`config.mk`:
```
export PLATFORM = sky130hd
export DESIGN_NAME = dmem_bank_arbiter
export DESIGN_NICKNAME = d
export VERILOG_FILES = /design/src/rtl/dmem_bank_arbiter.sv
export SDC_FILE = /design/constraint.sdc
export NUM_CORES = 1
export LEC_CHECK = 0
export CORE_MARGIN = 3
export CORE_UTILIZATION = 46
export DETAILED_ROUTE_END_ITERATION = 6
export PLACE_DENSITY = 0.88
export RECOVER_POWER = 100
export SLEW_MARGIN = 20
export SYNTH_ARGS = -nofsm -noshare
export SYNTH_HDL_FRONTEND = slang
export SYNTH_SLANG_ARGS = --single-unit
export TNS_END_PERCENT = 5
```
`constraint.sdc`:
```
create_clock -name clk_i -period 3.37 [get_ports clk_i]
set_input_delay 0.5055 -clock clk_i [delete_from_list [all_inputs] [get_ports clk_i]]
set_output_delay 0.5055 -clock clk_i [all_outputs]
set_load 0.1 [all_outputs]
```
`src/rtl/dmem_bank_arbiter.sv`:
```
// Two-requester round-robin front end for a single data-memory bank.
// Each access is granted in IDLE, then spends one SETUP and one ACCESS cycle on the bank.
module dmem_bank_arbiter #(
    parameter int unsigned DMEM_ADDR = 9
) (
    input  logic                 clk_i,
    input  logic                 rst_ni,

    input  logic                 req0_valid_i,
    output logic                 req0_ready_o,
    input  logic [DMEM_ADDR-1:0] req0_addr_i,
    input  logic                 req0_write_i,
    input  logic [31:0]          req0_wdata_i,
    input  logic [2:0]           req0_funct_i,
    output logic                 rsp0_valid_o,
    output logic [31:0]          rsp0_rdata_o,
    output logic                 rsp0_err_o,

    input  logic                 req1_valid_i,
    output logic                 req1_ready_o,
    input  logic [DMEM_ADDR-1:0] req1_addr_i,
    input  logic                 req1_write_i,
    input  logic [31:0]          req1_wdata_i,
    input  logic [2:0]           req1_funct_i,
    output logic                 rsp1_valid_o,
    output logic [31:0]          rsp1_rdata_o,
    output logic                 rsp1_err_o,

    output logic [DMEM_ADDR-1:0] paddr_o,
    output logic                 penable_o,
    output logic                 pwrite_o,
    output logic [31:0]          pwdata_o,
    output logic [2:0]           pfunct_code_o,
    input  logic [31:0]          prdata_i
);

    typedef enum logic [1:0] {StIdle, StSetup, StAccess} state_e;

    state_e               state_q, state_d;
    logic                 prio_q;      // requester that wins a tie
    logic                 owner_q;
    logic                 grant_any;
    logic                 grant_id;
    logic                 handshake;
    logic                 illegal;
    logic [DMEM_ADDR-1:0] paddr_q;
    logic                 pwrite_q;
    logic [31:0]          pwdata_q;
    logic [2:0]           pfunct_q;
    logic [1:0]           rsp_valid_q;
    logic [1:0]           rsp_err_q;
    logic [1:0][31:0]     rsp_rdata_q;

    always_comb begin
        grant_any = req0_valid_i | req1_valid_i;
        grant_id  = req1_valid_i;
        if (req0_valid_i && req1_valid_i) begin
            grant_id = prio_q;
        end
        // Gated by reset so ready stays low while rst_ni is asserted.
        handshake    = rst_ni && (state_q == StIdle) && grant_any;
        req0_ready_o = handshake && !grant_id;
        req1_ready_o = handshake && grant_id;
    end

    assign illegal = (pfunct_q[1:0] == 2'b11) || (pfunct_q == 3'd6);

    always_comb begin
        state_d = state_q;
        case (state_q)
            StIdle:   if (handshake) state_d = StSetup;
            StSetup:  state_d = illegal ? StIdle : StAccess;
            StAccess: state_d = StIdle;
            default:  state_d = StIdle;
        endcase
    end

    always_ff @(posedge clk_i or negedge rst_ni) begin
        if (!rst_ni) begin
            state_q     <= StIdle;
            prio_q      <= 1'b0;
            owner_q     <= 1'b0;
            paddr_q     <= '0;
            pwrite_q    <= 1'b0;
            pwdata_q    <= '0;
            pfunct_q    <= '0;
            rsp_valid_q <= '0;
            rsp_err_q   <= '0;
            rsp_rdata_q <= '0;
        end else begin
            state_q     <= state_d;
            rsp_valid_q <= '0;
            rsp_err_q   <= '0;
            if (handshake) begin
                owner_q  <= grant_id;
                prio_q   <= ~grant_id;
                paddr_q  <= grant_id ? req1_addr_i  : req0_addr_i;
                pwrite_q <= grant_id ? req1_write_i : req0_write_i;
                pwdata_q <= grant_id ? req1_wdata_i : req0_wdata_i;
                pfunct_q <= grant_id ? req1_funct_i : req0_funct_i;
            end
            if (state_q == StSetup && illegal) begin
                rsp_valid_q[owner_q] <= 1'b1;
                rsp_err_q[owner_q]   <= 1'b1;
                rsp_rdata_q[owner_q] <= '0;
            end
            // prdata_i is only looked at here, so a floating bus never propagates.
            if (state_q == StAccess) begin
                rsp_valid_q[owner_q] <= 1'b1;
                rsp_rdata_q[owner_q] <= pwrite_q ? 32'h0 : prdata_i;
            end
        end
    end

    assign penable_o     = (state_q == StAccess);
    assign paddr_o       = paddr_q;
    assign pwrite_o      = pwrite_q;
    assign pwdata_o      = pwdata_q;
    assign pfunct_code_o = pfunct_q;

    assign rsp0_valid_o  = rsp_valid_q[0];
    assign rsp0_err_o    = rsp_err_q[0];
    assign rsp0_rdata_o  = rsp_rdata_q[0];
    assign rsp1_valid_o  = rsp_valid_q[1];
    assign rsp1_err_o    = rsp_err_q[1];
    assign rsp1_rdata_o  = rsp_rdata_q[1];

endmodule

```
==> metrics.md, run 1 <==
| Metric | Value |
|---|---|
| Antenna Cells | `0` |
| Detail Route Antenna Nets | `0` |
| Synth async-reset ratio | `100%` |
| Via count | `5287` |
| # rows | `39` |
| Setup Fix Bufs, Post-CTS | `0` |
| Hold Vio Cnt, Final | `0` |
| CTS tree | `built` |
| Total GRT Usage | `26.7%` |
| Mapped Nets | `647` |
| Slew Viols, Final | `74` |
| Total grt overflow | `0` |
| I/O Pins | `242` |
| Worst-Margin Slew | `1.79 ns` |
| Initial antenna violation count | `0` |
| FF+latch count, synth | `117` |
| Final WL | `17.6 mm` |
| Top cell type's share of synthesized area | `53.8%` |
| Core Box Area | `11500 µm²` |
| Avg Cell Area, Syn | `10.5 µm²` |
| First-pass iteration count of the detailed router | `5` |
| Final worst slack | `0.401 ns` |
| Die Y | `115 µm` |
| Post-synth cell types | `26` |
| Hold Path Class | `input port to async pin` |
| Synth Cell Area | `5450 µm²` |
| CTS Sinks | `117` |
| H-tree depth | `4` |
| Clk buf depth | `2` |
| Vias in the first global route | `5433` |
| Dpl hpwl | `11.7 mm` |
| Critical Path Fanout Max | `46` |
| EDFF count, synth | `0` |
| Commonest cells post-synth | `dfrtp_1, nand2_1, a22oi_1` |
| Vias per cell | `5.93` |
| Ranking of synthesized cells by area | `dfrtp_1, a22oi_1, a221o_1, nand2_1, nor3_2` |
| Fin crit share | `88.1%` |
| Synthesis warning total | `0` |
| Cts repair resizes | `0` |
| First-pass GRT wire length | `27.5 mm` |
| Average wire per standard cell | `19.7 µm` |
| Hold WS | `0.255 ns` |
| Root Buffer | `clkbuf_16` |
| Cells after Synth | `521` |
| TNS Setup | `0 ns` |
| Failing checks | `max-capacitance violations, max-slew violations` |
| WS Path Type | `input port to output port` |
| Max_slew headroom | `-19.0%` |
| Area Overhead vs Synth | `51.7%` |
| Worst endpoint required time | `2.86 ns` |
| Starting Density | `47.3%` |
| Cts hold-fix bufs | `0` |
| Startpoint Class | `input port` |
| Clock transition at path regs | `0.05 ns` |
| Setup Skew | `0.00968 ns` |
| Port bufs | `241` |
| Nets | `866` |
| Area leader, netlist | `dfrtp_1` |
| Filler cells | `822` |
| Min Clock Period, post-route | `2.97 ns` |
| RD Place Congestion | `0.823` |
| Unrepaired setup endpoints after global routing | `false` |
| DP Worst Slack | `0.674 ns` |
| Share of layout cells above drive strength 1 | `8.01%` |
| Most frequent cell after synthesis | `dfrtp_1` |
| CTS Buf Count | `17` |
| Clk_lat worst skew | `0.40 ns` |
| DR DRC count | `0` |
| Max frequency | `0.337 GHz` |
| Largest net degree at the start of global routing | `74` |
| Max-Cap Viols | `1` |
| Die width | `115 µm` |
| Die area | `13200 µm²` |
| Crit path DAT | `2.46 ns` |
| CP Capture Type | `output port` |
| 1st-iter DRT viols | `601` |
| Most used DFF post-synth | `dfrtp_1` |
| Final setup vio count | `0` |
| Status | `finished with violations` |
| Sequential area share after synthesis | `53.8%` |
| Final core occ | `71.7%` |
metrics by stage:
stage,cell area (µm²),std cells
floorplan,5450,521
global placement,7890,863
detailed placement,7890,863
CTS,8420,891
global route,8260,892
finish,8260,892
layout make-up:
class | count | area, µm² | area share, %
multi-input combinational | 348 | 2120 | 25.7
sequential | 117 | 2930 | 35.4
clock inverter | 6 | 55.1 | 0.666
tap | 143 | 179 | 2.17
timing repair buffer | 252 | 2490 | 30.1
clock buffer | 22 | 474 | 5.74
inverter | 4 | 15.0 | 0.182
final timing paths:
check                                  startpoint  slack [ns]  depth (start not counted)                         to
max reg2reg                state_q[0]$_DFFE_PN0P_        1.14                          4   pwdata_o[20]$_DFFE_PN0P_
max                                        rst_ni        0.40                          5               req1_ready_o
min in group clk_i         paddr_o[7]$_DFFE_PN0P_        0.50                          1     paddr_o[7]$_DFFE_PN0P_
min reg2reg                paddr_o[7]$_DFFE_PN0P_        0.50                          1     paddr_o[7]$_DFFE_PN0P_
min                                        rst_ni        0.25                          2     state_q[1]$_DFFE_PN0P_
max in group asynchronous                  rst_ni        0.97                          3  rsp1_rdata_o[7]$_DFF_PN0_
critical path, cell delays in order:
cell	delay [ns]
clkbuf_1	0.11
buf_4	0.49
or3b_2	0.51
nor3b_1	0.31
clkbuf_2	0.52
cell usage in the layout (no fill, tap or decap), types with 2 or more instances in the layout:
cell / count
nand2_1: 110
a21oi_1: 4
clkdlybuf4s50_1: 123
nor2_1: 2
nor3_2: 9
clkbuf_8: 3
clkbuf_2: 4
buf_4: 7
nor3_1: 36
o21ai_0: 65
clkbuf_16: 17
inv_1: 3
a221o_1: 45
dlygate4sd3_1: 112
dfrtp_1: 117
a22oi_1: 64
clkinv_2: 5
clkbuf_1: 5
state kept, by name (all words and copies together), names as in the netlist:
signal and count:
rsp_valid_q 2, rsp1_rdata_o 32, rsp_err_q 2, paddr_o 9
owner_q 1, rsp0_rdata_o 32, pwdata_o 32, pwrite_o 1
pfunct_code_o 3, state_q 2, prio_q 1
logic make-up after synthesis:
logic type             synth area share, %
AOI/OAI and AO/OA                     23.5
and+or+nand+nor                       17.3
buffers and inverters                 5.38
DFF                                   53.8
per-layer routing:
metal	track usage (%)	share of wire (%)	vias to the layer above
met5	0	0	-
met4	11.0	2.1	0
met3	8.32	9.5	28
met2	44.2	50	298
met1	32.5	38	2596
li1	-	-	2365
Power of run 1 is not shown: default switching activity piles up to over one toggle a cycle in this logic, so the estimate is an artifact.
==> inputs of run 2 (changes only) <==
--- a/config.mk
+++ b/config.mk
@@ -14,4 +14,3 @@
 export SYNTH_ARGS = -nofsm -noshare
 export SYNTH_HDL_FRONTEND = slang
 export SYNTH_SLANG_ARGS = --single-unit
-export TNS_END_PERCENT = 5
==> results of run 2 <==
Final layout, timing and power as in run 1 (identical DEF).
Power of run 2 is left out for the same reason.
